## src/rtl/uart_pkg.sv

```systemverilog
// Shared UART constants and FSM encoding for the 16x-oversampled receiver and transmitter.
package uart_pkg;

  typedef enum logic [1:0] {
    ST_IDLE  = 2'd0,
    ST_START = 2'd1,
    ST_DATA  = 2'd2,
    ST_STOP  = 2'd3
  } uart_state_t;

  localparam int OVS        = 16;
  localparam int MID_SAMPLE = 7;
  localparam int DATA_BITS  = 8;

  localparam logic [3:0] OVS_LAST = 4'(OVS - 1);
  localparam logic [3:0] MID_CNT  = 4'(MID_SAMPLE);
  localparam logic [2:0] BIT_LAST = 3'(DATA_BITS - 1);

endpackage

```

## src/rtl/uart_rx_sync2.sv

```systemverilog
// Two-flop synchronizer for the asynchronous serial line; resets to the idle (high) level.
module uart_rx_sync2 (
  input  logic clk,
  input  logic reset,
  input  logic d,
  output logic q
);

  logic [1:0] sync_reg;

  always_ff @(posedge clk) begin
    if (reset) begin
      sync_reg <= 2'b11;
    end else begin
      sync_reg <= {sync_reg[0], d};
    end
  end

  assign q = sync_reg[1];

endmodule

```

## src/rtl/uart_rx_os16.sv

```systemverilog
// 8N1 UART receiver on a 16x baud tick: mid-bit sampling, registered byte output,
// one-cycle done / framing-error strobes.
module uart_rx_os16
  import uart_pkg::*;
(
  input  logic       clk,
  input  logic       reset,
  input  logic       baud_tick,
  input  logic       i_rx,
  output logic [7:0] o_rx_data,
  output logic       o_rx_done,
  output logic       o_rx_busy,
  output logic       o_frame_err
);

  logic rx_s;

  uart_state_t state_reg, state_next;
  logic [3:0]  baud_cnt_reg, baud_cnt_next;
  logic [2:0]  bit_cnt_reg, bit_cnt_next;
  logic [7:0]  shift_reg, shift_next;
  logic [7:0]  data_reg, data_next;
  logic        done_reg, done_next;
  logic        err_reg, err_next;
  logic        busy_reg, busy_next;

  uart_rx_sync2 u_sync (
    .clk   (clk),
    .reset (reset),
    .d     (i_rx),
    .q     (rx_s)
  );

  always_comb begin
    state_next    = state_reg;
    baud_cnt_next = baud_cnt_reg;
    bit_cnt_next  = bit_cnt_reg;
    shift_next    = shift_reg;
    data_next     = data_reg;
    done_next     = 1'b0;
    err_next      = 1'b0;

    if (baud_tick) begin
      case (state_reg)
        ST_IDLE: begin
          baud_cnt_next = 4'd0;
          bit_cnt_next  = 3'd0;
          if (!rx_s) begin
            state_next = ST_START;
          end
        end

        ST_START: begin
          // Start bit is re-checked at its centre; a short low pulse is dropped silently.
          if (baud_cnt_reg == MID_CNT) begin
            baud_cnt_next = 4'd0;
            state_next    = rx_s ? ST_IDLE : ST_DATA;
          end else begin
            baud_cnt_next = baud_cnt_reg + 4'd1;
          end
        end

        ST_DATA: begin
          if (baud_cnt_reg == OVS_LAST) begin
            shift_next[bit_cnt_reg] = rx_s;
            baud_cnt_next           = 4'd0;
            if (bit_cnt_reg == BIT_LAST) begin
              bit_cnt_next = 3'd0;
              state_next   = ST_STOP;
            end else begin
              bit_cnt_next = bit_cnt_reg + 3'd1;
            end
          end else begin
            baud_cnt_next = baud_cnt_reg + 4'd1;
          end
        end

        ST_STOP: begin
          // Leave at mid-stop so a start edge immediately after the stop bit is caught.
          if (baud_cnt_reg == OVS_LAST) begin
            baud_cnt_next = 4'd0;
            state_next    = ST_IDLE;
            if (rx_s) begin
              data_next = shift_reg;
              done_next = 1'b1;
            end else begin
              err_next = 1'b1;
            end
          end else begin
            baud_cnt_next = baud_cnt_reg + 4'd1;
          end
        end

        default: begin
          state_next    = ST_IDLE;
          baud_cnt_next = 4'd0;
          bit_cnt_next  = 3'd0;
        end
      endcase
    end

    busy_next = (state_next != ST_IDLE);
  end

  always_ff @(posedge clk) begin
    if (reset) begin
      state_reg    <= ST_IDLE;
      baud_cnt_reg <= 4'd0;
      bit_cnt_reg  <= 3'd0;
      shift_reg    <= 8'h00;
      data_reg     <= 8'h00;
      done_reg     <= 1'b0;
      err_reg      <= 1'b0;
      busy_reg     <= 1'b0;
    end else begin
      state_reg    <= state_next;
      baud_cnt_reg <= baud_cnt_next;
      bit_cnt_reg  <= bit_cnt_next;
      shift_reg    <= shift_next;
      data_reg     <= data_next;
      done_reg     <= done_next;
      err_reg      <= err_next;
      busy_reg     <= busy_next;
    end
  end

  assign o_rx_data   = data_reg;
  assign o_rx_done   = done_reg;
  assign o_frame_err = err_reg;
  assign o_rx_busy   = busy_reg;

endmodule
```

## config.mk

```make
export PLATFORM = sky130hd
export DESIGN_NAME = uart_rx_os16
export DESIGN_NICKNAME = d
export VERILOG_FILES = /design/src/rtl/uart_pkg.sv /design/src/rtl/uart_rx_sync2.sv /design/src/rtl/uart_rx_os16.sv
export SDC_FILE = /design/constraint.sdc
export NUM_CORES = 1
export LEC_CHECK = 0
export CORE_MARGIN = 3
export CORE_UTILIZATION = 25
export DETAILED_ROUTE_END_ITERATION = 8
export GPL_ROUTABILITY_DRIVEN = 1
export GPL_TIMING_DRIVEN = 0
export REMOVE_ABC_BUFFERS = 1
export SLEW_MARGIN = 20
export SYNTH_ARGS = -nofsm -noshare
export SYNTH_HDL_FRONTEND = slang
export SYNTH_HIERARCHICAL = 1
export SYNTH_SLANG_ARGS = --single-unit
```

## constraint.sdc

```tcl
create_clock -name clk -period 5.8 [get_ports clk]
set_clock_uncertainty 0.2 [all_clocks]
set_input_delay 0.87 -clock clk [delete_from_list [all_inputs] [get_ports clk]]
set_output_delay 0.87 -clock clk [all_outputs]
set_load 0.01 [all_outputs]
```

Word-level counts from Yosys, hierarchy flattened. Index checks and enable logic that the tools add are counted.

Equality and inequality tests: 7. Add/subtract/negate cells: 2. Mux-type cells: 19. Reduce and logical (&&, ||, !) cells: 9. Magnitude comparators: 2. Bitwise logic cells: 3.

Operators with widths (number): two-way mux 2 bit (7); one-hot mux 4 bit (3 select lines) (1); bitwise mux 8 bit (1); two-way mux 4 bit (2); one-hot mux 2 bit (4 select lines) (1); two-way mux 3 bit (2); one-hot mux 3 bit (2 select lines) (1); AND reduction 3 bit (2); adder 4 x 1 -> 4 bit (second input constant) (1); == test 2 bit (second input constant) (2); == test 4 x 3 -> 1 bit (second input constant) (1); == test 4 bit (second input constant) (1); less-than comparator 3 x 4 -> 1 bit (second input constant) (1); AND reduction 4 bit (1); nonzero test 2 bit (2); OR reduction 4 bit (1); adder 3 x 1 -> 3 bit (second input constant) (1); demux 1 bit (select 3 bit) (1); == test 3 bit (second input constant) (1); >= comparator 3 x 1 -> 1 bit (second input constant) (1); two-way mux 1 bit (3); NOT 1 bit (3); == test 2 x 1 -> 1 bit (second input constant) (1); logical NOT 2 bit (1); 3 further kinds (3).

Output and inout port bits: 11. Word-level logic and storage cells: 51. Register bits after elaboration: 30. Input port bits: 4.

Longest topological paths before layout.
Word-level depth: 6. Gate-level depth with buffers: 7. Depth with buffers taken out: 6.

Modules after synthesis. The synthesis kept the hierarchy.

Modules (own cells, without submodules): uart_rx_os16 (seq. area each 560.5 µm², times used 1, cells an instance 150, area an instance 1267.5 µm²); uart_rx_sync2 (seq. area each 40.0 µm², times used 1, cells an instance 4, area an instance 52.6 µm²).

Worst setup path after synthesis. OpenSTA, ideal clock, no wires.

Kind: input to register. Start point: input baud_tick. End point: register shift_reg[3]. Path buffers: 1. Library setup time: 0.125 ns. Stages: 5. Setup slack: 3.682 ns. Data arrival time: 1.793 ns. Required time: 5.475 ns. Cells stage by stage: buf_2 > or3b_1 > nor2_1 > nand3_1 > mux2i_1.

Longest elaborated chain between the ends: 1.

RTL lines: start, declared (RTL line uart_rx_os16.sv:8) `input logic baud_tick,`; AND reduction 3 bit (no source line); end signal, assigned (RTL line uart_rx_os16.sv:119) `shift_reg <= shift_next;`; end, declared (RTL line uart_rx_os16.sv:21) `logic [7:0] shift_reg, shift_next;`.

Every way passes these cells. A chain may end at the register's enable or synchronous reset.

==> flow_summary.rst <==
.. list-table::
   :header-rows: 1

   * - Metric
     - Value
   * - Detail-routed via count per cell
     - 4.635
   * - Dominant cell by count in the synthesized netlist
     - sky130_fd_sc_hd__dfxtp_1
   * - Instance count of the mapped netlist
     - 154
   * - Ratio of total power to cell area
     - 251.5 nW/µm²
   * - Clk Latency, worst-skew pair
     - 0.28 ns
   * - Clock root buffer master
     - sky130_fd_sc_hd__clkbuf_8
   * - 1st-iter DRT viols
     - 60
   * - Maximum clock insertion buffer count
     - 2
   * - Area of the placeable core
     - 4911 µm²
   * - Routability-driven placement congestion ratio
     - 0.7408
   * - Final critical-path share of the clock period
     - 44.98%
   * - Antenna diode instance count
     - 0
   * - Setup TNS Final
     - 0 ns
   * - Crit path time final
     - 2.609 ns
   * - Slew at the pin with the worst max-slew slack
     - 1.012 ns
   * - CTS-repair resized insts
     - 0
   * - Clock slew seen by the registers of the worst setup and hold paths
     - 0.06 ns
   * - Hold slack final
     - approximately 0.21 ns
   * - CTS sink count
     - 30
   * - Prevailing post-synth register cell
     - sky130_fd_sc_hd__dfxtp_1
   * - Crit path DAT
     - 2.62 ns
   * - Hold Vio Cnt, Final
     - 0
   * - Number of placed I/O pins
     - 15
   * - Number of buffers created by CTS
     - 5
   * - Start point of the critical path
     - reset
   * - Number of post-CTS setup repair buffers
     - 0
   * - Count of input and output buffers
     - 14
   * - Number of enable flip-flop cells after synthesis
     - 0
   * - Count of vias placed by the detailed router
     - 1080
   * - Part of the Yosys area used for sequential elements
     - 45.50%
   * - H-tree level count
     - 2
   * - Die width
     - 78.67 µm
   * - Number of nets in the finished design
     - 172
   * - Number of maximum-capacitance constraint violations
     - 0
   * - Via count of the first global-routing pass
     - 977
   * - Post-synth design cell area
     - about 1300 µm²
   * - Number of library cell types mapped by synthesis
     - 37
   * - Highest Clock Rate
     - 383.3 MHz
   * - Post-synth ARST share
     - 0%
   * - Max-slew violation total from the final report
     - 0
   * - Setup CP Type
     - input pin to register
   * - Full die area
     - 6188 µm²
   * - Routed wire length per instance
     - 10.53 µm
   * - Top cell type's share of synthesized area
     - 45.50%
   * - Maximum number of pins on one net before global-route repair
     - 32
   * - Outcome
     - finished clean
   * - Clock tree from TritonCTS
     - done
   * - Yosys warnings
     - 6
   * - Overflow left after global routing
     - 0
   * - Critical path capture point type
     - register
   * - DR DRC count
     - 0
   * - Slew HR
     - 32.34%
   * - Static Leak
     - 0.0005878 µW
   * - Maximum fanout along the worst path
     - 31
   * - RR Startpoint
     - baud_cnt_reg[0]
   * - Height of the die
     - 78.67 µm
   * - Aggregate routed wire length
     - 2453 µm
   * - First-pass GRT wire length
     - 4429 µm
   * - Fraction of final layout cells with drive strength greater than 1
     - around 5.4%
   * - Routed Antenna Nets
     - 0
   * - Core Rows
     - 25
   * - Estimated wirelength of the detail-placed design
     - approximately 1700 µm
   * - Starting density of the core
     - 26.88%
   * - Initial antenna violation count
     - 0
   * - Number of endpoints failing setup at the final stage
     - 0
   * - Synth Register Bits
     - 30
   * - Synth area leaders
     - sky130_fd_sc_hd__dfxtp_1, sky130_fd_sc_hd__nand2_1, sky130_fd_sc_hd__a21oi_1
   * - Hold Buf Count CTS
     - 0
   * - Leading post-synthesis cells by instance count
     - sky130_fd_sc_hd__dfxtp_1, sky130_fd_sc_hd__nand2_1, sky130_fd_sc_hd__a21oi_1
   * - Cell taking the most area after synthesis
     - sky130_fd_sc_hd__dfxtp_1
   * - Synthesized area per cell
     - between 8 and 9 µm²
   * - All-layer global routing usage
     - 9.180%
   * - Worst IR Drop VDD
     - 0.06886 mV
   * - Hold path startpoint
     - u_sync/sync_reg[0]
   * - Category of the worst setup path launch point
     - input pin
   * - RSZ-0062 raised after global routing
     - no
   * - DRT Pass-1 Iters
     - 4
   * - Class of the worst hold path
     - register to register
   * - WP data required
     - 5.81 ns
   * - Post-synthesis to final-layout area growth
     - 20.57%
[worst paths after layout]
kind,to,slack [ns],depth (start not counted)
setup / recovery,o_rx_busy,3.19,5
hold / removal,u_sync/sync_reg[1],0.21,1
setup reg to reg,o_rx_data[7],3.69,5
hold reg to reg,u_sync/sync_reg[1],0.21,1
[routing by layer]
metal	GRT usage (%)	routed length (µm)
met5	0	0
met4	7.343	87
met3	2.064	95
met2	13.50	1040
met1	11.41	1230
[kinds of logic after synthesis]
group                    Yosys count  share of synthesized area, %
adder cells (fa/ha/maj)            3                         2.844
AND/OR/NAND/NOR                   69                         27.49
XOR/XNOR                           1                        0.6636
buffers and inverters             13                         4.454
multiplexers                       7                         5.308
AO/OA/AOI/OAI                     31                         13.74
flip-flops                        30                         45.50
[layout by cell type (no fill, tap or decap), types with 2 or more instances in the layout]
cell                              synthesis  final
sky130_fd_sc_hd__a21oi_1                 14     14
sky130_fd_sc_hd__a22oi_1                  3      3
sky130_fd_sc_hd__a31oi_1                  2      2
sky130_fd_sc_hd__and2_1                   2      2
sky130_fd_sc_hd__clkbuf_8                 0      6
sky130_fd_sc_hd__clkdlybuf4s50_1          0     14
sky130_fd_sc_hd__dfxtp_1                 30     30
sky130_fd_sc_hd__ha_1                     3      3
sky130_fd_sc_hd__inv_1                    3      3
sky130_fd_sc_hd__mux2i_1                  7      7
sky130_fd_sc_hd__nand2_1                 23     23
sky130_fd_sc_hd__nand2b_1                10     10
sky130_fd_sc_hd__nand3_1                  6      6
sky130_fd_sc_hd__nand4_1                  2      2
sky130_fd_sc_hd__nor2_1                  11     11
sky130_fd_sc_hd__nor2b_1                  2      2
sky130_fd_sc_hd__o21ai_0                  3      3
sky130_fd_sc_hd__o21ai_1                  4      4
sky130_fd_sc_hd__or2_1                    2      2
[through the flow]
step,instance area (µm²),utilization [%],std cells,worst slack (ns),power (µW)
2_1_floorplan,1272,-,144,3.850,221.5
3_3_place_gp,1496,30.47,225,2.884,229.9
3_5_place_dp,1496,30.47,225,2.896,229.8
4_1_cts,1592,32.41,233,3.186,405.7
5_1_grt,1592,32.41,233,3.039,418.4
6_report,1592,32.41,233,3.191,400.3
[report_power, final]
group	switching (µW)	leakage [µW]	internal [µW]
sequential	2.14	0.000242	208
clock	79.9	0.0000472	95.1
combinational	8.63	0.000298	6.76
[critical path, stage by stage]
cell                              delay [ns]
sky130_fd_sc_hd__clkdlybuf4s50_1        0.93
sky130_fd_sc_hd__nand2b_1               0.38
sky130_fd_sc_hd__a221oi_1               0.21
sky130_fd_sc_hd__o21ai_1                0.12
sky130_fd_sc_hd__o211ai_1               0.10
[final cells by class]
type | instances | area, µm²
Fill cell | 533 | 3319
Multi-Input combinational cell | 111 | 660.6
Sequential cell | 30 | 600.6
Timing Repair Buffer | 14 | 140.1
Tap cell | 67 | 83.83
Clock buffer | 6 | 82.58
Clock inverter | 2 | 12.51
Inverter | 3 | 11.26
Power figures use the tool's default switching activity.
